<file path="src/rtl/gf_audio_pkg.sv">
// Shared constants for the gf audio stream: header byte values, header length and
// depacketizer state encodings, also used by axis_dac and the host tooling.
package gf_audio_pkg;

    localparam logic [7:0] MAGIC     = 8'hA5;
    localparam logic [7:0] FORMAT    = 8'h01;
    localparam int         HDR_BYTES = 4;

    typedef enum logic [1:0] {
        ST_HDR     = 2'd0,
        ST_PAYLOAD = 2'd1,
        ST_DROP    = 2'd2
    } depkt_state_t;

endpackage

</file>
<file path="src/rtl/axis_audio_depacketizer.sv">
// Strips and validates the 4-byte audio header on each UDP payload frame and forwards
// the samples through a single output register; bad frames are dropped whole.
//
// state      | meaning
// -----------+----------------------------------------------------------------
// ST_HDR     | consuming header bytes 0..3 (hdr_idx), nothing forwarded
// ST_PAYLOAD | forwarding samples through the output register until tlast
// ST_DROP    | header rejected, discarding bytes until tlast
module axis_audio_depacketizer
    import gf_audio_pkg::*;
#(
    parameter logic [7:0] MAGIC     = gf_audio_pkg::MAGIC,
    parameter logic [7:0] FORMAT    = gf_audio_pkg::FORMAT,
    parameter int         SEQ_WIDTH = 16,
    parameter int         CNT_WIDTH = 16
) (
    input  logic                 clk,
    input  logic                 rst_n,
    input  logic [7:0]           s_axis_tdata,
    input  logic                 s_axis_tvalid,
    output logic                 s_axis_tready,
    input  logic                 s_axis_tlast,
    input  logic                 s_axis_tuser,
    output logic [7:0]           m_axis_tdata,
    output logic                 m_axis_tvalid,
    input  logic                 m_axis_tready,
    output logic                 m_axis_tlast,
    output logic                 m_axis_tuser,
    output logic [CNT_WIDTH-1:0] stat_frames_ok,
    output logic [CNT_WIDTH-1:0] stat_frames_dropped,
    output logic                 stat_seq_gap
);

    localparam logic [1:0] LAST_HDR_IDX = 2'(HDR_BYTES - 1);

    depkt_state_t         state;
    logic [1:0]           hdr_idx;
    logic [7:0]           seq_hi;
    logic [SEQ_WIDTH-1:0] exp_seq;
    logic [SEQ_WIDTH-1:0] rx_seq;
    logic                 seq_valid;
    logic                 s_fire;
    logic                 hdr_bad;

    function automatic logic [CNT_WIDTH-1:0] sat_inc(input logic [CNT_WIDTH-1:0] v);
        return (&v) ? v : v + 1'b1;
    endfunction

    // Payload can accept whenever the output register is empty or draining this cycle.
    assign s_axis_tready = (state == ST_PAYLOAD) ? (!m_axis_tvalid || m_axis_tready) : 1'b1;
    assign s_fire        = s_axis_tvalid && s_axis_tready;
    assign rx_seq        = SEQ_WIDTH'({seq_hi, s_axis_tdata});
    assign hdr_bad       = ((hdr_idx == 2'd0) && (s_axis_tdata != MAGIC)) ||
                           ((hdr_idx == 2'd1) && (s_axis_tdata != FORMAT));

    always_ff @(posedge clk or negedge rst_n) begin
        if (!rst_n) begin
            state               <= ST_HDR;
            hdr_idx             <= 2'd0;
            seq_hi              <= 8'd0;
            exp_seq             <= '0;
            seq_valid           <= 1'b0;
            m_axis_tdata        <= 8'd0;
            m_axis_tvalid       <= 1'b0;
            m_axis_tlast        <= 1'b0;
            m_axis_tuser        <= 1'b0;
            stat_frames_ok      <= '0;
            stat_frames_dropped <= '0;
            stat_seq_gap        <= 1'b0;
        end else begin
            stat_seq_gap <= 1'b0;
            if (m_axis_tready) begin
                m_axis_tvalid <= 1'b0;
            end

            case (state)
                ST_HDR: begin
                    if (s_fire) begin
                        if (hdr_bad) begin
                            hdr_idx <= 2'd0;
                            if (s_axis_tlast) begin
                                stat_frames_dropped <= sat_inc(stat_frames_dropped);
                            end else begin
                                state <= ST_DROP;
                            end
                        end else if (hdr_idx == LAST_HDR_IDX) begin
                            hdr_idx      <= 2'd0;
                            stat_seq_gap <= seq_valid && (rx_seq != exp_seq);
                            exp_seq      <= rx_seq + 1'b1;
                            seq_valid    <= 1'b1;
                            if (s_axis_tlast) begin
                                stat_frames_ok <= sat_inc(stat_frames_ok);
                            end else begin
                                state <= ST_PAYLOAD;
                            end
                        end else if (s_axis_tlast) begin
                            hdr_idx             <= 2'd0;
                            stat_frames_dropped <= sat_inc(stat_frames_dropped);
                        end else begin
                            if (hdr_idx == 2'd2) begin
                                seq_hi <= s_axis_tdata;
                            end
                            hdr_idx <= hdr_idx + 2'd1;
                        end
                    end
                end

                ST_PAYLOAD: begin
                    if (s_fire) begin
                        m_axis_tdata  <= s_axis_tdata;
                        m_axis_tlast  <= s_axis_tlast;
                        m_axis_tuser  <= s_axis_tuser;
                        m_axis_tvalid <= 1'b1;
                        if (s_axis_tlast) begin
                            state <= ST_HDR;
                            if (s_axis_tuser) begin
                                stat_frames_dropped <= sat_inc(stat_frames_dropped);
                            end else begin
                                stat_frames_ok <= sat_inc(stat_frames_ok);
                            end
                        end
                    end
                end

                ST_DROP: begin
                    if (s_fire && s_axis_tlast) begin
                        state               <= ST_HDR;
                        stat_frames_dropped <= sat_inc(stat_frames_dropped);
                    end
                end

                default: begin
                    state   <= ST_HDR;
                    hdr_idx <= 2'd0;
                end
            endcase
        end
    end

endmodule

</file>
<file path="config.mk">
export PLATFORM = sky130hd
export DESIGN_NAME = axis_audio_depacketizer
export DESIGN_NICKNAME = d
export VERILOG_FILES = /design/src/rtl/gf_audio_pkg.sv /design/src/rtl/axis_audio_depacketizer.sv
export SDC_FILE = /design/constraint.sdc
export NUM_CORES = 1
export LEC_CHECK = 0
export CAP_MARGIN = 20
export CORE_ASPECT_RATIO = 0.8
export CORE_MARGIN = 5
export CORE_UTILIZATION = 57
export DETAILED_ROUTE_END_ITERATION = 10
export DONT_BUFFER_PORTS = 1
export GPL_TIMING_DRIVEN = 0
export PLACE_DENSITY = 0.75
export REMOVE_ABC_BUFFERS = 1
export SLEW_MARGIN = 20
export SYNTH_ARGS = -nofsm -noshare
export SYNTH_HDL_FRONTEND = slang
export SYNTH_SLANG_ARGS = --single-unit
</file>
<file path="constraint.sdc">
create_clock -name clk -period 1.84 [get_ports clk]
set_input_delay 0.368 -clock clk [delete_from_list [all_inputs] [get_ports clk]]
set_output_delay 0.368 -clock clk [all_outputs]
set_load 0.02 [all_outputs]
</file>
# Word level (Yosys, flattened, before mapping)
# Index checks and enable logic that the tools add are counted.
# W data, S select, Z words.
[word_totals] ff_bits=73 inputBits=14 out_inout_bits=45 word_cells=104
[op_classes] addsub=4 n_eq_ne=21 muxes=41 bitwise_logic=4 reduce_logical=22
[op_table] cell="$mux W16" count=17
[op_table] cell="$add A16 B1 Y16 const B" count=3
[op_table] cell="$pmux W16 S3" count=1
[op_table] cell="$pmux W16 S2" count=1
[op_table] cell="$reduce_and A16 Y1" count=2
[op_table] cell="$mux W2" count=12
[op_table] cell="$ne A2 B2 Y1 const B" count=9
[op_table] cell="$ne A16 B16 Y1" count=1
[op_table] cell="$reduce_and A7 Y1" count=2
[op_table] cell="$ne A3 B3 Y1 const B" count=4
[op_table] cell="$mux W1" count=8
[op_table] cell="$ne A8 B1 Y1 const B" count=1
[op_table] cell="$ne A8 B8 Y1 const B" count=1
[op_table] cell="$reduce_and A8 Y1" count=1
[op_table] cell="$eq A2 B2 Y1 const B" count=3
[op_table] cell="$pmux W2 S3" count=1
[op_table] cell="$reduce_and A6 Y1" count=1
[op_table] cell="$logic_and A1 B1 Y1" count=5
[op_table] cell="$eq A2 B1 Y1 const B" count=2
[op_table] cell="$logic_not A2 Y1" count=2
[op_table] cell="$not A1 Y1" count=4
[op_table] cell="$pmux W2 S2" count=1
[op_table] cell="$reduce_and A2 Y1" count=2
[op_table] cell="$reduce_and A4 Y1" count=1
[op_table] cell="6 further kinds" count=7

# Longest topological paths before layout
# Gate-level depths: netlist (run 1).
[depth] ltp_word=7 depth_mapped=8 ltp_nobuf=7

# Least setup slack after synthesis (run 1)
# No wires, ideal clock.
[synth_path] path_kind="flip-flop to flip-flop" from="register state[1]" to="register stat_frames_dropped[1]" setup_time_ns=0.125 t_arrival_ns=2.040 required_time_ns=1.715 setup_slack_ns=-0.325 path_stages_with_launch=7 path_buffers=0 period_less_slack_ns=2.165 path_cell_list="dfrtp_1 inv_1 ha_1 nand3b_1 o21ai_1 a311oi_4 mux2_2"
[synth_via] elab_chain_len=6 elab_cells_between_ends=15 classes_between="eq/ne (8); mux (2); reduce/logical (5)"
[synth_lines] item="from (decl)" line_no="axis_audio_depacketizer.sv:36" rtl="depkt_state_t state;"
[synth_lines] item="from (signal assigned)" line_no="axis_audio_depacketizer.sv:58" rtl="state <= ST_HDR;"
[synth_lines] item="from (signal assigned)" line_no="axis_audio_depacketizer.sv:84" rtl="state <= ST_DROP;"
[synth_lines] item="from (signal assigned)" line_no="axis_audio_depacketizer.sv:94" rtl="state <= ST_PAYLOAD;"
[synth_lines] item="$eq A2 B1 Y1 *" line_no="axis_audio_depacketizer.sv:50" rtl="assign s_axis_tready = (state == ST_PAYLOAD) ? (!m_axis_tvalid || m_axis_tready) : 1'b1;"
[synth_lines] item="$mux W1 *" line_no="axis_audio_depacketizer.sv:50"
[synth_lines] item="named net s_axis_tready" line_no="axis_audio_depacketizer.sv:21" rtl="output logic s_axis_tready,"
[synth_lines] item="$logic_and A1 B1 Y1 *" line_no="axis_audio_depacketizer.sv:51" rtl="assign s_fire = s_axis_tvalid && s_axis_tready;"
[synth_lines] item="$logic_and A1 B1 Y1" line_no="axis_audio_depacketizer.sv:126" rtl="if (s_fire && s_axis_tlast) begin"
[synth_lines] item="$ne A2 B2 Y1 (no line)"
[synth_lines] item="$reduce_and A7 Y1 (no line) *"
[synth_lines] item="to (signal assigned)" line_no="axis_audio_depacketizer.sv:82" rtl="stat_frames_dropped <= sat_inc(stat_frames_dropped);"
[synth_lines] item="to (signal assigned)" line_no="axis_audio_depacketizer.sv:117" rtl="stat_frames_dropped <= sat_inc(stat_frames_dropped);"
[synth_lines] item="to (signal assigned)" line_no="axis_audio_depacketizer.sv:128" rtl="stat_frames_dropped <= sat_inc(stat_frames_dropped);"
[synth_lines] item="to (decl)" line_no="axis_audio_depacketizer.sv:30" rtl="output logic [CNT_WIDTH-1:0] stat_frames_dropped,"
# The timed path passes the listed nets; every way through them passes the cells marked *.
# A chain may end at the register's enable or synchronous reset.

# Final worst setup path (run 1)
[layout_path] from="register state[0]" to="register stat_frames_ok[1]"
[layout_via] elab_chain_len=5 elab_cells_between_ends=14 classes_between="eq/ne (8); mux (2); reduce/logical (4)"
[layout_lines] item="$eq A2 B1 Y1 *" line_no="axis_audio_depacketizer.sv:50"
[layout_lines] item="$mux W1 *" line_no="axis_audio_depacketizer.sv:50"
[layout_lines] item="named net s_axis_tready" line_no="axis_audio_depacketizer.sv:21"
[layout_lines] item="$logic_and A1 B1 Y1 *" line_no="axis_audio_depacketizer.sv:51"
[layout_lines] item="$ne A2 B2 Y1 (no line)"
[layout_lines] item="$reduce_and A8 Y1 (no line) *"
[layout_lines] item="to (signal assigned)" line_no="axis_audio_depacketizer.sv:92" rtl="stat_frames_ok <= sat_inc(stat_frames_ok);"
[layout_lines] item="to (signal assigned)" line_no="axis_audio_depacketizer.sv:119" rtl="stat_frames_ok <= sat_inc(stat_frames_ok);"
[layout_lines] item="to (decl)" line_no="axis_audio_depacketizer.sv:29" rtl="output logic [CNT_WIDTH-1:0] stat_frames_ok,"
# Marked as above.

==> results of run 1 <==
kinds of logic after synthesis:
family | Yosys count | share of synthesized area [%]
simple gates | 143 | 21.2
flops | 73 | 46.5
xor+xnor | 58 | 12.9
compound gates | 34 | 5.83
buf+inv | 28 | 3.38
mux | 22 | 6.34
fa+ha+maj | 12 | 3.82
stage by stage:
| step | setup TNS [ns] | hold slack (ns) | instances | util (%) |
|---|---|---|---|---|
| after floorplan | -20.13 | 0.0724 | 353 | - |
| after global placement | -43.49 | 0.0754 | 440 | 58.1 |
| after detailed placement | -33.23 | 0.0748 | 442 | 58.5 |
| after CTS | -9.14 | -0.313 | 475 | 65.3 |
| after global routing | -18.69 | -0.327 | 480 | 69.2 |
| final | -12.30 | -0.304 | 480 | 69.2 |
metal layers:
metal / vias up / share of wire, %
li1: 1339 / -
met1: 1467 / 43
met2: 76 / 51
met3: 11 / 5.3
met4: 0 / 1.4
met5: - / 0
area by class of cell:
type                            count  share of cell area [%]
Timing Repair Buffer               24                    6.60
Clock buffer                       14                    3.46
Multi-Input combinational cell    269                    47.4
Inverter                           11                   0.879
Clock inverter                      2                   0.266
Tap cell                           87                    2.32
Sequential cell                    73                    39.0
where the power goes:
| group | internal, W | switching, W | total, W | leakage [nW] |
|---|---|---|---|---|
| Sequential | 0.00169 | 0.000222 | 0.00191 | 0.989 |
| Clock | 0.000564 | 0.000601 | 0.00116 | 0.0867 |
| Combinational | 0.000443 | 0.000370 | 0.000813 | 0.977 |
synth_stat cells (2+ instances only):
cell and n:
a21oi_1 17, and3_1 18, clkbuf_1 4, nand2b_1 4, xnor2_1 32, nor2_1 27, nor3_1 5, and4_1 5
nor2b_1 2, nand4_1 28, ha_1 12, nand4b_1 2, xor2_1 26, nor4_4 3, dfrtp_1 73, buf_6 2
mux2_2 19, inv_1 11, nand2_1 21, nand3_1 15, o21ai_1 2, o21ai_0 5, a31oi_1 2, nor4_1 4
buf_2 10, and2_1 3, mux2i_1 2
what timing repair did:
item / in CTS / in global routing
setup endpoints to repair: 74 / 71
resized for setup: 31 / 48
buffers inserted: 17 / 2
pin swaps: 10 / 8
cloned: 0 / 3
hold endpoints to repair: 73 / 73
registers in the layout (all words and copies together) (netlist names):
signal and count:
m_axis_tlast 1, stat_frames_dropped 16, m_axis_tvalid 1, stat_seq_gap 1, m_axis_tdata 8, seq_valid 1, seq_hi 8, state 2
hdr_idx 2, m_axis_tuser 1, stat_frames_ok 16, exp_seq 16
path summary, 6_finish.rpt:
kind,depth (start not counted),slack (ns),endpoint,startpoint
hold reg to reg,1,0.50,seq_valid,seq_valid
hold / removal,0,-0.30,exp_seq[12],rst_n
setup reg to reg,7,-0.27,stat_frames_ok[1],state[0]
setup / recovery,7,-0.27,stat_frames_ok[1],state[0]
max in group asynchronous,0,2.03,stat_frames_dropped[1],rst_n
min in group clk,1,0.10,exp_seq[0],s_axis_tdata[0]
placed cells by master (no fill, tap or decap), types with 8 or more instances in the layout:
cell / netlist / routed
nand3_1: 15 / 13
nand4_1: 28 / 28
nand2_1: 21 / 18
clkbuf_8: 0 / 11
xor2_1: 26 / 26
xnor2_1: 32 / 32
buf_4: 0 / 12
dfrtp_1: 73 / 67
a21oi_2: 0 / 11
mux2_2: 19 / 11
inv_1: 11 / 8
mux2_4: 1 / 9
and3_1: 18 / 17
nor2_1: 27 / 15
==> results.md, run 1 <==
* Number of global-route vias before repair at 2,975
* CP max-delay cell: dfrtp_1
* Ys Warns at 0
* Initial antenna violation count at 0
* CP Class: flop to flop
* CTS tree: done
* Ys async rst share at 100%
* Post-synth EDFFs at 0
* CP Data Arrival Time at 2.35 ns
* Area grow syn2layout at 19.6%
* FF/Latch Area at 1830 um2
* Grt met2 use at 34.1%
* Largest cells by area after synthesis: dfrtp_1, xnor2_1, xor2_1
* H-tree depth at 3
* Via Count at 2,893
* Synth Flop Type: dfrtp_1
* DR pass1 iterations at 4
* Worst-skew pair later-pin latency at 0.35 ns
* Final setup viols at 67
* Worst setup EP type: flop
* CTS root buf: clkbuf_8
* M1 GR Usage at 28.1%
* Mapped cell area at 3930 um2
* DP Wirelength at 5550 um
* Post-layout min period at 2.11 ns
* Fmax at 474 MHz
* Clock sinks at 73
* Share of layout cells above drive strength 1 at 29.8%
* Failing checks: negative hold slack, negative setup slack
* Antenna diode count at 0
* Pin count of the biggest net entering global routing at 74
* Fin. max-slew vios at 0
* Final instance area at 4700 um2
* Buffers on Ports at 0
* Worst slew pin tran at 0.525 ns
* Die Footprint at 8660 um2
* Num ports at 59
* Grt ovf at 0
* DRC at 0
* Multi-input logic area at 2230 um2
* Syn Inst Count at 370
* Met3 usage at 7.06%
* Nets at 414
* Post-route ant nets at 0
* Worst path max stage delay at 0.43 ns
* Pwr per Cell Area at 828 nW/um2
* RSZ-0062 raised after global routing: true
* Initial Utilization at 57.9%
* Static leakage at 2.05 nW
* Critical Path, Cell by Cell: ha_4, nand3b_1, nand2_2, o31ai_4, buf_12, nand3_4, mux2_4
* Tot Pwr at 0.00389 W
* Period utilisation layout at 115%
* CP bufs+invs at 1
* Yosys cell types at 43
* Clock transition at path regs at 0.08 ns
* Pre-CTS setup slack at -0.886 ns
* Hold WS at -0.304 ns
* Critical Path RT at 2.08 ns
* Placement Rows at 27
* Setup crit start kind: flop
* Vias per cell at 6.03
* Type of the most critical hold path: primary input to asynchronous set/reset pin
* Placed Area at 3970 um2
* First DRT Iteration DRCs at 168
* Flop and latch count out of synthesis at 73
* CTS Buffer Depth at 2
* Seq/Total Area, Yosys at 46.5%
* Final setup margin at -0.268 ns
* Hold Fails Final Rpt at 73
* Status: finished, violations left
* CORE AREA at 6790 um2
* Fill cells at 488
* CTS Buf Count at 9
* WL final at 9190 um
* Die Span X at 103 um
* Tot GR Track Use at 21.5%
* Yosys top cell area share at 46.5%
* Die Y at 84.3 um
* Routability Congestion at 0.803
* Layout Skew at 0.00933 ns
* Cell family with most CP delay: simple AND/OR/NAND/NOR gates
* Crit Path Max Fanout at 8
* Rel. slew slack at 64.9%
* Peak VDD IR at 0.641 mV
* Syn Area/Cell at 10.6 um2
* Wire per inst at 19.1 um
* Gr busiest metal: met2
* Yosys top cell by area: dfrtp_1
* First-pass GRT wire length at 14,900 um
* Max_cap viols at 0
(Power assumes the default switching activity.)
==> inputs of run 2 (changes only) <==
Settings changed: CORE_MARGIN 5 to 8.
==> run 2 against run 1 <==
The flow still finishes with violations (negative hold slack, negative setup slack). Critical endpoint is now stat_frames_ok[4]. Final cell count rose by 1.5%. Final area about the same. Sequential share of layout area hardly changed. Critical path type unchanged. Largest cell class unchanged. Clock skew increased by 0.0047 ns. Total power grew 5.7%. Count of clock-buffer cells in the layout shrank 4.
==> results.md, run 2 (synthesis results as in run 1) <==
* Status: finished, violations left (unchanged)
* Failing checks: negative hold slack, negative setup slack (unchanged)
* Worst slew pin tran at 0.543 ns (was 0.525 ns)
* Pwr per Cell Area at 876 nW/um2 (was 828 nW/um2)
* Die Span X at 109 um (was 103 um)
* Fin. max-slew vios at 0 (unchanged)
* Max_cap viols at 0 (unchanged)
* Fill cells at 484 (was 488)
* Reg2reg end: stat_frames_ok[4] (was stat_frames_ok[1])
* Post-layout util at 69.2% (about the same)
* Final setup margin at -0.329 ns (was -0.268 ns)
* Die Y at 90.3 um (was 84.3 um)
* Final setup viols at 69 (was 67)
* Peak VDD IR at 0.481 mV (was 0.641 mV)
* Wire per inst at 19.0 um (was 19.1 um)
* Area grow syn2layout at 19.5% (was 19.6%)
* Post-route ant nets at 0 (unchanged)
* H-tree depth at 3 (unchanged)
* Top Registers: exp_seq x16, stat_frames_dropped x16, stat_frames_ok x16 (unchanged)
* Nets at 421 (was 414)
* Vias per cell at 6.05 (was 6.03)
* First DRT Iteration DRCs at 120 (was 168)
* Critical Path, Cell by Cell: ha_4, nand3b_1, nand2_2, o31ai_4, buf_12, buf_6, nand4_1, xnor2_1 (was ha_4, nand3b_1, nand2_2, o31ai_4, buf_12, nand3_4, mux2_4)
* CTS tree: done (unchanged)
* Critical Path RT at 2.07 ns (was 2.08 ns)
* Pre-CTS setup slack at -0.925 ns (was -0.886 ns)
* Type of the most critical hold path: primary input to asynchronous set/reset pin (unchanged)
* Setup crit start kind: flop (unchanged)
* Hold WS at -0.313 ns (was -0.304 ns)
* First-pass GRT wire length at 14,700 um (was 14,900 um)
* Dpl cells at 442 (unchanged)
* DR pass1 iterations at 4 (unchanged)
* CTS root buf: clkbuf_8 (unchanged)
* DRC at 0 (unchanged)
* Period utilisation layout at 118% (was 115%)
* Antenna diode count at 0 (unchanged)
* RSZ-0062 raised after global routing: true (unchanged)
* Initial Utilization at 57.9% (unchanged)
* Tot GR Track Use at 18.8% (was 21.5%)
* Grt ovf at 0 (unchanged)
* Crit Path Max Fanout at 6 (was 8)
* Post-layout min period at 2.17 ns (was 2.11 ns)
* Static leakage at 2.09 nW (was 2.05 nW)
* Num ports at 59 (unchanged)
* Worst path max stage delay at 0.45 ns (was 0.43 ns)
* Worst setup EP type: flop (unchanged)
* CP bufs+invs at 2 (was 1)
* CP Data Arrival Time at 2.40 ns (was 2.35 ns)
* CTS Buffer Depth at 2 (unchanged)
* CTS Buf Count at 9 (unchanged)
* Layout Skew at 0.0140 ns (was 0.00933 ns)
* DP Wirelength at 5680 um (was 5550 um)
* Die Footprint at 9820 um2 (was 8660 um2)
* Number of global-route vias before repair at 2,970 (was 2,975)
* Final Instance Count excl. Fillers at 487 (was 480)
* Number of cells on the worst reg-to-reg path at 8 (was 7)
* WL final at 9270 um (was 9190 um)
* Clock transition at path regs at 0.09 ns (was 0.08 ns)
* Total negative slack at -15.95 ns (was -12.30 ns)
* Routability Congestion at 0.810 (was 0.803)
* Pin count of the biggest net entering global routing at 74 (unchanged)
* CORE AREA at 6790 um2 (unchanged)
* Hold Fails Final Rpt at 73 (unchanged)
* Initial antenna violation count at 0 (unchanged)
* Clock sinks at 73 (unchanged)
* R2r setup slk at -0.33 ns (was -0.27 ns)
* CP Class: flop to flop (unchanged)
* Most frequent cells in the layout: dfrtp_1, xnor2_1, nand4_1 (unchanged)
* Buffers on Ports at 0 (unchanged)
* Worst-skew pair later-pin latency at 0.36 ns (was 0.35 ns)
* Rel. slew slack at 63.7% (was 64.9%)
* Worst r2r src: state[0] (unchanged)
* CP max-delay cell: dfrtp_2 (was dfrtp_1)
* Most common cell after layout, fill and taps aside: dfrtp_1 (unchanged)
* Cell family with most CP delay: simple AND/OR/NAND/NOR gates (unchanged)
* Via Count at 2,945 (was 2,893)
* Fmax at 461 MHz (was 474 MHz)
* Share of layout cells above drive strength 1 at 28.2% (was 29.8%)
* Placement Rows at 27 (unchanged)
run 2: stage by stage:
step           power (W)  cell area [um2]
2_1_floorplan    0.00226             3840
5_1_grt          0.00428             4700
3_3_place_gp     0.00236             3950
6_report         0.00411             4700
3_5_place_dp     0.00237             3970
4_1_cts          0.00404             4510
run 2: worst max-delay path by stage:
stage | startpoint | endpoint | slack, ns | cells past startpoint
final | state[0] | stat_frames_ok[4] | -0.33 | 8
after global routing | state[1] | exp_seq[0] | -0.41 | 8
after CTS | state[0] | stat_frames_ok[1] | -0.25 | 7
after detailed placement | state[0] | stat_frames_ok[1] | -0.92 | 6
after global placement | state[1] | stat_seq_gap | -1.08 | 6
after floorplan | state[1] | stat_seq_gap | -0.63 | 6
run 2: area by class of cell:
type                            instances  area, um2  area share [%]
Timing Repair Buffer                   31        327            6.95
Clock buffer                           10        128            2.72
Inverter                               11       41.3           0.879
Sequential cell                        73       1830            39.0
Clock inverter                          6       92.6            1.97
Multi-Input combinational cell        269       2170            46.2
Tap cell                               87        109            2.32
run 2: repair_timing:
action,4_1_cts,5_1_grt
setup endpoints to repair,74,72
pin swaps,13,15
resized for setup,35,28
setup buffers,20,8
endpoints found under the hold margin,73,73
gates cloned,0,1
run 2: metal layers:
layer  routed length (um)  track usage (%)  up-vias
li1                     -                -     1348
met1                 3890             22.7     1489
met2                 4700             30.6       88
met3                  506             6.85       20
met4                  164             5.46        0
met5                    0                0        -
run 2: power by group:
group	internal, W	switching (W)
Combinational	0.000438	0.000383
Clock	0.000768	0.000629
Sequential	0.00169	0.000205
Total	0.00289	0.00122
==> inputs of run 3 (changes only) <==
Settings changed: RECOVER_POWER from default to 100.
==> run 3 against run 2 <==
The run still ends with negative hold slack, negative setup slack left. Hold slack stayed put. Global-route usage stayed put. Sequential power hardly changed. Combinational power hardly changed. Critical endpoint unchanged. Largest cell class unchanged. Largest power group unchanged.
==> results.md, run 3 (synthesis results as in run 1) <==
* Total negative slack at -16.01 ns (was -15.95 ns)
* Setup crit start kind: flop (unchanged)
* Tot GR Track Use at 18.8% (unchanged)
* Die Y at 90.3 um (unchanged)
* Multi-input logic area at 2170 um2 (unchanged)
* Final setup viols at 69 (unchanged)
* Sequential power share at 46.0% (was 46.1%)
* Worst-skew pair later-pin latency at 0.36 ns (about the same)
* Clock sinks at 73 (unchanged)
* Max_cap viols at 0 (unchanged)
* CTS Buffer Depth at 2 (unchanged)
* Tot Pwr at 0.00411 W (about the same)
* Most common cell after layout, fill and taps aside: dfrtp_1 (unchanged)
* CTS root buf: clkbuf_8 (unchanged)
* Num ports at 59 (unchanged)
* Status: finished, violations left (unchanged)
* Placement Rows at 27 (unchanged)
* CP max-delay cell: dfrtp_2 (unchanged)
* Vias per cell at 6.05 (unchanged)
* Fill cells at 485 (was 484)
* CP Class: flop to flop (unchanged)
* Critical Path RT at 2.07 ns (about the same)
* Gate power share at 20.0% (about the same)
* CTS Buf Count at 9 (unchanged)
* Die Footprint at 9820 um2 (unchanged)
* Routability Congestion at 0.810 (unchanged)
* First DRT Iteration DRCs at 120 (unchanged)
* Fin. max-slew vios at 0 (unchanged)
* Share of layout cells above drive strength 1 at 28.0% (was 28.2%)
* Sw Pwr at 0.00122 W (about the same)
* Pre-CTS setup slack at -0.925 ns (unchanged)
* Hold Fails Final Rpt at 73 (unchanged)
* Peak VDD IR at 0.480 mV (was 0.481 mV)
* Antenna diode count at 0 (unchanged)
* Initial antenna violation count at 0 (unchanged)
* CP Data Arrival Time at 2.40 ns (about the same)
* Rel. slew slack at 63.7% (unchanged)
* Critical Path, Cell by Cell: ha_4, nand3b_1, nand2_2, o31ai_4, buf_12, buf_6, nand4_1, xnor2_1 (unchanged)
* FF/Latch Area at 1830 um2 (about the same)
* DP Wirelength at 5680 um (unchanged)
* First-pass GRT wire length at 14,700 um (unchanged)
* CORE AREA at 6790 um2 (unchanged)
* Worst path max stage delay at 0.45 ns (about the same)
* Worst setup EP type: flop (unchanged)
* CTS tree: done (unchanged)
* Most frequent cells in the layout: dfrtp_1, xnor2_1, nand4_1 (unchanged)
* Pwr per Cell Area at 875 nW/um2 (was 876 nW/um2)
* Static leakage at 2.10 nW (was 2.09 nW)
* Final setup margin at -0.329 ns (unchanged)
* Worst slew pin tran at 0.543 ns (unchanged)
* DR pass1 iterations at 4 (unchanged)
* Via Count at 2,945 (unchanged)
* Hold WS at -0.313 ns (unchanged)
* Post-route ant nets at 0 (unchanged)
* Type of the most critical hold path: primary input to asynchronous set/reset pin (unchanged)
* Area grow syn2layout at 19.5% (about the same)
* RSZ-0062 raised after global routing: true (unchanged)
* Die Span X at 109 um (unchanged)
* Top Registers: exp_seq x16, stat_frames_dropped x16, stat_frames_ok x16 (unchanged)
* Pin count of the biggest net entering global routing at 74 (unchanged)
* Grt ovf at 0 (unchanged)
* Period utilisation layout at 118% (unchanged)
* Number of cells on the worst reg-to-reg path at 8 (unchanged)
* Buffers on Ports at 0 (unchanged)
* Crit Path Max Fanout at 6 (unchanged)
* WL final at 9270 um (unchanged)
* Fmax at 461 MHz (unchanged)
* Sw Share at 29.6% (about the same)
* Post-layout min period at 2.17 ns (unchanged)
* Wire per inst at 19.0 um (unchanged)
* Clk pwr share at 34.0% (about the same)
* Initial Utilization at 57.9% (unchanged)
* Nets at 421 (unchanged)
* Failing checks: negative hold slack, negative setup slack (unchanged)
* H-tree depth at 3 (unchanged)
* Layout Skew at 0.0140 ns (unchanged)
* Pint at 0.00289 W (about the same)
* Clock transition at path regs at 0.09 ns (about the same)
* DRC at 0 (unchanged)
* Number of global-route vias before repair at 2,970 (unchanged)
==> run 3: layer usage <==
metal / part of all wire [%] / routed length (um) / global-route usage (%) / up-vias
li1: - / - / - / 1348
met1: 42 / 3890 / 22.7 / 1489
met2: 51 / 4700 / 30.6 / 88
met3: 5.5 / 506 / 6.85 / 20
met4: 1.8 / 164 / 5.46 / 0
met5: 0 / 0 / 0 / -
==> run 3: metrics by stage <==
stage,instances,util (%),instance area (um2)
floorplan,353,-,3840
global placement,440,58.1,3950
detailed placement,442,58.5,3970
CTS,478,66.4,4510
global route,487,69.1,4690
finish,487,69.1,4690
==> run 3: final cells by class <==
type | instances | area share, %
multi-input combinational | 269 | 46.2
sequential | 73 | 39.0
inverter | 11 | 0.880
clock buffer | 10 | 2.72
clock inverter | 6 | 1.97
timing repair buffer | 31 | 6.96
tap | 87 | 2.32
==> run 3: power by group through the flow <==
stage          combinational (W)  sequential, W  clock (W)
6_report                0.000821        0.00189    0.00140
4_1_cts                 0.000739        0.00189    0.00141
2_1_floorplan           0.000372        0.00189          0
3_3_place_gp            0.000435        0.00192          0
5_1_grt                 0.000885        0.00191    0.00149
3_5_place_dp            0.000451        0.00192          0
==> run 3: final timing paths <==
kind,slack (ns),to,start
worst min register to register,0.48,seq_valid,seq_valid
worst min-delay path,-0.31,stat_seq_gap,rst_n
min in group clk,0.09,exp_seq[0],s_axis_tdata[0]
worst max register to register,-0.33,stat_frames_ok[4],state[0]
worst max-delay path,-0.33,stat_frames_ok[4],state[0]
max in group asynchronous,2.03,state[0],rst_n
==> run 3: critical path, delay by kind of cell, from the launching register on <==
family          cells  cell delay (ns)
simple gates        3             0.73
buf+inv             2             0.27
xor+xnor            1             0.18
flops               1             0.45
compound gates      1             0.24
fa+ha+maj           1             0.17
==> run 3: repair_timing <==
item | CTS | global route
pin swaps | 13 | 15
hold endpoints to repair | 73 | 73
gates cloned | 0 | 1
buffers inserted | 20 | 8
gates resized for setup | 35 | 28
endpoints found under the setup margin | 74 | 72
